==> src/rtl/dice_pkg.sv <==
// Shared definitions for the dice result tally: legal face range,
// tally FSM state encoding and the LED pip lookup.
package dice_pkg;

  localparam logic [2:0] FACE_MIN = 3'd1;
  localparam logic [2:0] FACE_MAX = 3'd6;

  typedef enum logic [1:0] {
    ST_IDLE    = 2'd0,
    ST_ROLLING = 2'd1,
    ST_SETTLE  = 2'd2,
    ST_CAPTURE = 2'd3
  } tally_state_t;

  // Pip bits are {pair_mid, pair_tr_bl, pair_tl_br, centre}; non-faces light nothing.
  function automatic logic [3:0] pip_of(input logic [2:0] face);
    logic [3:0] p;
    case (face)
      3'd1:    p = 4'b0001;
      3'd2:    p = 4'b0010;
      3'd3:    p = 4'b0011;
      3'd4:    p = 4'b0110;
      3'd5:    p = 4'b0111;
      3'd6:    p = 4'b1110;
      default: p = 4'b0000;
    endcase
    return p;
  endfunction

endpackage

==> src/rtl/dice_pip_decode.sv <==
// Combinational face -> LED pip pattern decoder.
module dice_pip_decode
  import dice_pkg::*;
(
  input  logic [2:0] i_face,
  output logic [3:0] o_pips
);

  assign o_pips = pip_of(i_face);

endmodule

==> src/rtl/dice_roll_tally.sv <==
// Watches the dice button, captures the settled throw once the button has
// been released long enough, and keeps saturating roll statistics.
module dice_roll_tally
  import dice_pkg::*;
#(
  parameter int CNT_W  = 8,
  parameter int SUM_W  = 12,
  parameter int SETTLE = 2
) (
  input  logic             clk,
  input  logic             rst,
  input  logic             button,
  input  logic [2:0]       throw,
  input  logic             clear,
  input  logic [2:0]       rd_face,
  output logic             roll_valid,
  output logic [2:0]       roll_value,
  output logic [3:0]       pips,
  output logic [CNT_W-1:0] roll_count,
  output logic [CNT_W-1:0] face_count,
  output logic [SUM_W-1:0] sum,
  output logic             err
);

  localparam int SC_W = (SETTLE > 1) ? $clog2(SETTLE) : 1;

  tally_state_t     r_state;
  tally_state_t     w_state_next;
  logic [SC_W-1:0]  r_settle_cnt;
  logic [SC_W-1:0]  w_settle_next;
  logic             w_capture;
  logic             w_legal;
  logic             w_take;
  logic [3:0]       w_pips;
  logic [SUM_W:0]   w_sum_wide;

  logic             r_roll_valid;
  logic [2:0]       r_roll_value;
  logic [3:0]       r_pips;
  logic [CNT_W-1:0] r_roll_count;
  logic [SUM_W-1:0] r_sum;
  logic             r_err;
  logic [CNT_W-1:0] r_face_cnt [1:6];
  logic [CNT_W-1:0] w_face_count;

  dice_pip_decode u_pip_decode (
    .i_face (throw),
    .o_pips (w_pips)
  );

  assign w_legal    = (throw >= FACE_MIN) && (throw <= FACE_MAX);
  // A clear in the capture cycle wins, so the capture is dropped entirely.
  assign w_take     = w_capture && w_legal && !clear;
  assign w_sum_wide = {1'b0, r_sum} + {{(SUM_W-2){1'b0}}, throw};

  // FSM state and settle counter registers.
  always_ff @(posedge clk) begin
    if (rst) begin
      r_state      <= ST_IDLE;
      r_settle_cnt <= '0;
    end else begin
      r_state      <= w_state_next;
      r_settle_cnt <= w_settle_next;
    end
  end

  // Next-state logic: a re-press during settling aborts back to ROLLING.
  always_comb begin
    w_state_next  = r_state;
    w_settle_next = r_settle_cnt;
    w_capture     = 1'b0;
    case (r_state)
      ST_IDLE: begin
        if (button) w_state_next = ST_ROLLING;
      end
      ST_ROLLING: begin
        if (!button) begin
          w_state_next  = ST_SETTLE;
          w_settle_next = SC_W'(SETTLE - 1);
        end
      end
      ST_SETTLE: begin
        if (button) begin
          w_state_next = ST_ROLLING;
        end else if (r_settle_cnt == '0) begin
          w_state_next = ST_CAPTURE;
        end else begin
          w_settle_next = r_settle_cnt - 1'b1;
        end
      end
      ST_CAPTURE: begin
        w_capture    = 1'b1;
        w_state_next = button ? ST_ROLLING : ST_IDLE;
      end
      default: w_state_next = ST_IDLE;
    endcase
  end

  // Result registers, roll count, running sum and sticky error flag.
  always_ff @(posedge clk) begin
    if (rst) begin
      r_roll_valid <= 1'b0;
      r_roll_value <= '0;
      r_pips       <= '0;
      r_roll_count <= '0;
      r_sum        <= '0;
      r_err        <= 1'b0;
    end else begin
      r_roll_valid <= 1'b0;
      if (clear) begin
        r_roll_value <= '0;
        r_pips       <= '0;
        r_roll_count <= '0;
        r_sum        <= '0;
        r_err        <= 1'b0;
      end else if (w_capture) begin
        if (w_legal) begin
          r_roll_valid <= 1'b1;
          r_roll_value <= throw;
          r_pips       <= w_pips;
          if (r_roll_count != '1) r_roll_count <= r_roll_count + 1'b1;
          r_sum <= w_sum_wide[SUM_W] ? '1 : w_sum_wide[SUM_W-1:0];
        end else begin
          r_err <= 1'b1;
        end
      end
    end
  end

  // One saturating histogram counter per legal face.
  generate
    for (genvar gi = 1; gi <= 6; gi++) begin : g_face
      always_ff @(posedge clk) begin
        if (rst || clear) begin
          r_face_cnt[gi] <= '0;
        end else if (w_take && (throw == 3'(gi)) && (r_face_cnt[gi] != '1)) begin
          r_face_cnt[gi] <= r_face_cnt[gi] + 1'b1;
        end
      end
    end
  endgenerate

  // Histogram read port; non-face selects read as zero.
  always_comb begin
    w_face_count = '0;
    for (int i = 1; i <= 6; i++) begin
      if (rd_face == 3'(i)) w_face_count = r_face_cnt[i];
    end
  end

  assign roll_valid = r_roll_valid;
  assign roll_value = r_roll_value;
  assign pips       = r_pips;
  assign roll_count = r_roll_count;
  assign face_count = w_face_count;
  assign sum        = r_sum;
  assign err        = r_err;

endmodule
==> config.mk <==
export PLATFORM = sky130hd
export DESIGN_NAME = dice_roll_tally
export DESIGN_NICKNAME = d
export VERILOG_FILES = /design/src/rtl/dice_pkg.sv /design/src/rtl/dice_pip_decode.sv /design/src/rtl/dice_roll_tally.sv
export SDC_FILE = /design/constraint.sdc
export NUM_CORES = 1
export LEC_CHECK = 0
export ABC_AREA = 1
export BUFFER_PORTS_ARGS = -buffer_cell sky130_fd_sc_hd__clkbuf_2
export CAP_MARGIN = 25
export CORE_MARGIN = 3
export CORE_UTILIZATION = 55
export CTS_BUF_LIST = sky130_fd_sc_hd__clkbuf_4
export DETAILED_ROUTE_END_ITERATION = 8
export GPL_TIMING_DRIVEN = 0
export PLACE_DENSITY = 0.81
export RECOVER_POWER = 50
export SYNTH_ARGS = -nofsm -noshare
export SYNTH_HDL_FRONTEND = slang
export SYNTH_HIERARCHICAL = 1
export SYNTH_SLANG_ARGS = --single-unit
==> constraint.sdc <==
create_clock -name clk -period 1.6 [get_ports clk]
set_input_delay 0.16 -clock clk [delete_from_list [all_inputs] [get_ports clk]]
set_output_delay 0.16 -clock clk [all_outputs]
set_load 0.1 [all_outputs]
## Word level (Yosys, flattened, before mapping)

Memory sizes are Yosys's and may differ from the RTL's.
Index checks and enable logic that the tools add are counted.
Widths: inputs -> output; s select.

- Register bits after elaboration: 32
- RAM bits: 48
- Input bits: 10
- Output and inout port bits: 37
- Word-level logic and storage cells: 126
- Memories: 1

- $add $sub $neg: 9
- Magnitude comparators: 2
- Equal/unequal tests: 26
- Multiplexer cells: 46
- Bitwise gates (word level): 8
- Reduce and logical (&&, ||, !) cells: 26

Memories:

| memory | words | bits a word | rd ports | clocked after memory_dff | write ports | RTL line | source |
|---|---|---|---|---|---|---|---|
| r_face_cnt | 6 | 8 | 6 | 0 | 6 | dice_roll_tally.sv:43 | `logic [CNT_W-1:0] r_face_cnt [1:6];` |

Operator list:

| cell | count |
|---|---|
| $mux 8 | 12 |
| $add 8x1->8 const B | 7 |
| $ne 8x8->1 const B | 7 |
| $mux 1 | 26 |
| $pmux 4 s6 | 1 |
| $eq 3x3->1 const B | 6 |
| $logic_and 1x1->1 | 15 |
| $add 12x3->13 | 1 |
| $eq 3x2->1 const B | 4 |
| $mux 12 | 1 |
| $reduce_and 3->1 | 3 |
| $mux 2 | 4 |
| $pmux 2 s4 | 1 |
| $eq 3x1->1 const B | 2 |
| $ne 2x2->1 const B | 3 |
| $or 1x1->1 | 6 |
| $eq 2x2->1 const B | 2 |
| $reduce_and 2->1 | 2 |
| $ge 3x1->1 const B | 1 |
| $le 3x3->1 const B | 1 |
| $ne 3x3->1 const B | 1 |
| $reduce_or 3->1 | 1 |
| $eq 2x1->1 const B | 1 |
| $logic_not 2->1 | 1 |
| other kinds (7) | 8 |

## Logic depth before layout (Yosys ltp)

- Depth after elaboration: 10
- Gate-level depth with buffers: 10

## Cells and area by module

Netlist, hierarchy kept.

Modules (own cells, without submodules):

| module | instances | cells each | area an instance (sq um) | seq. area each (sq um) |
|---|---|---|---|---|
| dice_roll_tally | 1 | 548 | 4498.1 | 2082.0 |
| dice_pip_decode | 1 | 9 | 36.3 | 0.0 |

## Least setup slack after synthesis

Ideal clock, no wire load.

- Path type: reg2reg
- Start: register r_sum[0], in the netlist sum[0]
- End: register r_sum[8], in the netlist sum[8]
- Setup time: 0.131 ns
- Arrival time: 2.199 ns
- Required time: 1.469 ns
- Path slack: -0.730 ns
- Stages on the path, launching flop included: 10
- Buffers on the path: 0
- Clock period less this slack: 2.330 ns
- Path through: dfxtp_1 -> ha_1 -> fa_1 -> nand2_1 -> nand2_1 -> nand3_1 -> nor2_4 -> nand2_1 -> nor3_1 -> nor3_1

- Word-level cells in the longest chain between the ends: 2

RTL lines:

| element | RTL line | source |
|---|---|---|
| start, declared | dice_roll_tally.sv:41 | `logic [SUM_W-1:0] r_sum;` |
| start signal, assigned | dice_roll_tally.sv:122 | `r_sum <= w_sum_wide[SUM_W] ? '1 : w_sum_wide[SUM_W-1:0];` |
| $add 12x3->13 | dice_roll_tally.sv:54 | `assign w_sum_wide = {1'b0, r_sum} + {{(SUM_W-2){1'b0}}, throw};` |
| $mux 12 | dice_roll_tally.sv:122 |  |

Every way passes these cells.
A chain may end at the register's enable or synchronous reset.

==> impl_metrics.ini <==
[critical_path]
startpoint_type = register
rr_startpoint = r_face_cnt[0][17]
r2r-end = r_face_cnt[0][16]
rr_worst_depth = 7
path_cells = inv_2 > o22ai_1 > nor2_1 > nand4_1 > buf_8
cp_max_fo = 3
crit_arrival_ns = 1.65
ff2ff_setup_slack_ns = -0.07
slowest_stage = edfxtp_1
worstSetupEndpointType = output port
cp.buffers_inverters = 2
cpPeakStageDelay_ns = 0.44
cpLargestDelayFamily = flip-flops
worstPathRequired_ns = 1.44
path_class = register to output port

[power]
leakagePower_nw = 2.52
powerDensity_nw_per_um2 = 691
ir_drop_mv = 0.643
fin_total_pwr_w = 0.00427

[min_path]
holdPathEnd = roll_value[2]
hp-class = input port to register
hold_start = throw[2]
holdPathStages = 3

[timing]
finalCritPeriodShare_pct = 113
fin_crit_ns = 1.81
slew_viol_final = 0
maxSlewHeadroom_pct = 61.4
max_freq_ghz = 0.552
worst_pin_slew_ns = 0.579
setup_ws_ns = -0.212
tns_ns = -2.03
setup_viol = 39
hold_violations = 0
rsz0062_at_grt = yes
finClkSkew_ns = 0.0296

[outcome]
status = finished with violations
violations = negative setup slack

[die]
initial_utilization_pct = 57.8
fp.coreArea_um2 = 7850
rows = 32
dieArea_um2 = 9370
dieWidth_um = 96.8
ios = 47
die_y_um = 96.8

[place]
routabilityCongestion = 0.937
pre_cts_slack_ns = -0.272
hpwl_um = 7570
numPortBuffers = 46

[global_route]
grt_pass1_wl_um = 18600
grt_max_degree = 14
grt-ovfl-total = 0
grtUsageTotal_pct = 23.8
antenna_found_initial = 0
first_global_vias = 4141

[clock_network]
insertion_delay_ns = 0.45
root_buffer = clkbuf_4
clockBufferDepth = 2
htree_levels = 3
clock-sinks = 80
numCtsBuffers = 9
path_clk_slew_ns = 0.12
tritoncts = yes

[finish]
fin_nets = 698
multiInputGateArea_um2 = 2630
layout_commonest_cell = nand2_1
antenna_cells = 0
area_growth_pct = 36.1
drive_gt1_share_pct = 37.7
regArea_um2 = 2130
final_cell_mix = 106 x nand2_1, 78 x nor2_1, 57 x buf_4, 55 x inv_1, 48 x edfxtp_1
n_fill_cell = 481

[synthesis]
syn_inst = 557
synth_nets = 578
synth_cell_types = 36
syn_area_um2 = 4530
yosys_warnings = 6
ys_ff_latch = 80
synth.avg_cell_area_um2 = 8.14
ys_seq_area_share_pct = 45.9

[drt]
viasPerCell = 5.76
drc = 0
wl_um = 12800
drt_iter0_markers = 364
via_count = 4513
firstDrtPassIters = 5
routed_wire_length_per_instance_um = 16.3
antenna_left = 0

[flow_run]
drv_cap = 0
==> what timing repair did <==
action | 4_1_cts | 5_1_grt
hold endpoints to repair | 3 | 0
gates resized for setup | 46 | 89
hold buffers | 3 | 0
setup buffers | 35 | 26
pin swaps | 18 | 46
cloned | 0 | 1
endpoints found under the setup margin | 109 | 120
==> power by group <==
group	switching (W)	leakage, nW	internal, W
logic	0.000374	1.62	0.000192
clock network	0.000712	0.0882	0.000706
registers	0.0000618	0.807	0.00222
total	0.00115	2.52	0.00312
==> sequential cells by signal, summed over array words and instances (netlist names) <==
signal,cells
roll_count,8
r_face_cnt,48
r_state,2
sum,12
err,1
roll_valid,1
pips,4
r_settle_cnt,1
roll_value,3
==> layout make-up <==
| cell class | instances | area share [%] |
|---|---|---|
| Inverter | 72 | 4.46 |
| Clock buffer | 13 | 1.58 |
| Sequential cell | 80 | 34.5 |
| Buffer | 7 | 0.629 |
| Tap cell | 102 | 2.07 |
| Timing Repair Buffer | 108 | 13.1 |
| Clock inverter | 3 | 1.09 |
| Multi-Input combinational cell | 399 | 42.6 |
==> worst reg2reg max path, delay by kind of cell, from the launching register on <==
kind | cells | cell delay [ns]
simple gates | 5 | 0.70
fa+ha+maj | 1 | 0.19
compound gates | 1 | 0.08
flops | 1 | 0.45
==> cell usage after synthesis <==
cell type / number / area share [%]
edfxtp_1: 48 / 32
nand2_1: 117 / 9.7
o22ai_1: 8 / 1.1
o2111ai_1: 1 / 0.19
nand4_1: 13 / 1.8
nor2_4: 1 / 0.25
a211oi_1: 1 / 0.17
inv_1: 68 / 5.6
dfxtp_1: 32 / 14
ha_1: 10 / 2.8
xor2_1: 21 / 4.1
nand4_4: 4 / 1.9
o21ai_0: 9 / 0.99
a21oi_1: 35 / 3.9
nand4_2: 1 / 0.28
nor2_1: 87 / 7.2
or2_2: 2 / 0.28
nand2_2: 1 / 0.14
fa_1: 1 / 0.44
nor4_1: 2 / 0.28
a31oi_1: 2 / 0.28
nor2_8: 1 / 0.44
nor3_1: 14 / 1.5
buf_4: 3 / 0.50
inv_2: 3 / 0.25
nor3_2: 7 / 1.5
nand3_1: 45 / 5.0
and2_1: 1 / 0.14
o21bai_1: 1 / 0.17
clkbuf_1: 3 / 0.25
clkinv_1: 1 / 0.083
xnor2_1: 10 / 1.9
buf_2: 1 / 0.11
nand3_4: 1 / 0.39
o21ai_4: 1 / 0.36
nor3b_1: 1 / 0.17
==> per-layer routing <==
| layer | up-vias | part of all wire [%] | GRT usage, % |
|---|---|---|---|
| met5 | - | 0 | 0 |
| met4 | 0 | 4.0 | 9.94 |
| met3 | 49 | 6.0 | 4.25 |
| met2 | 227 | 50 | 40.2 |
| met1 | 2133 | 40 | 30.1 |
| li1 | 2104 | - | - |
==> through the flow <==
stage	utilization, %	instances	instance area [um2]	hold WS (ns)
2_1_floorplan	-	557	4620	0.229
3_3_place_gp	63.5	705	4980	0.347
3_5_place_dp	63.5	705	4980	0.350
4_1_cts	71.4	759	5600	0.104
5_1_grt	78.6	784	6170	0.102
6_report	78.6	784	6170	0.0989
==> worst max-delay path by stage <==
stage	slack (ns)	start	end	cells after the start
after floorplan	-0.14	r_face_cnt[0][12]	face_count[4]	4
after global placement	-0.18	r_face_cnt[0][8]	r_face_cnt[0][10]	6
after detailed placement	-0.27	r_face_cnt[0][8]	r_face_cnt[0][11]	6
after CTS	-0.16	r_face_cnt[0][14]	face_count[6]	5
after global routing	-0.27	r_face_cnt[0][3]	face_count[3]	5
final	-0.21	r_face_cnt[0][3]	face_count[3]	5
==> cell families (layout without fill, tap and decap cells) <==
logic type	count (synthesis)	after routing	share of synthesized area, %
AO/OA/AOI/OAI	58	59	7.12
AND/OR/NAND/NOR	298	298	31.0
flip-flops	80	80	45.9
buffers and inverters	79	203	6.82
adder cells (fa/ha/maj)	11	11	3.20
XOR/XNOR	31	31	5.99
(Power assumes the default switching activity.)
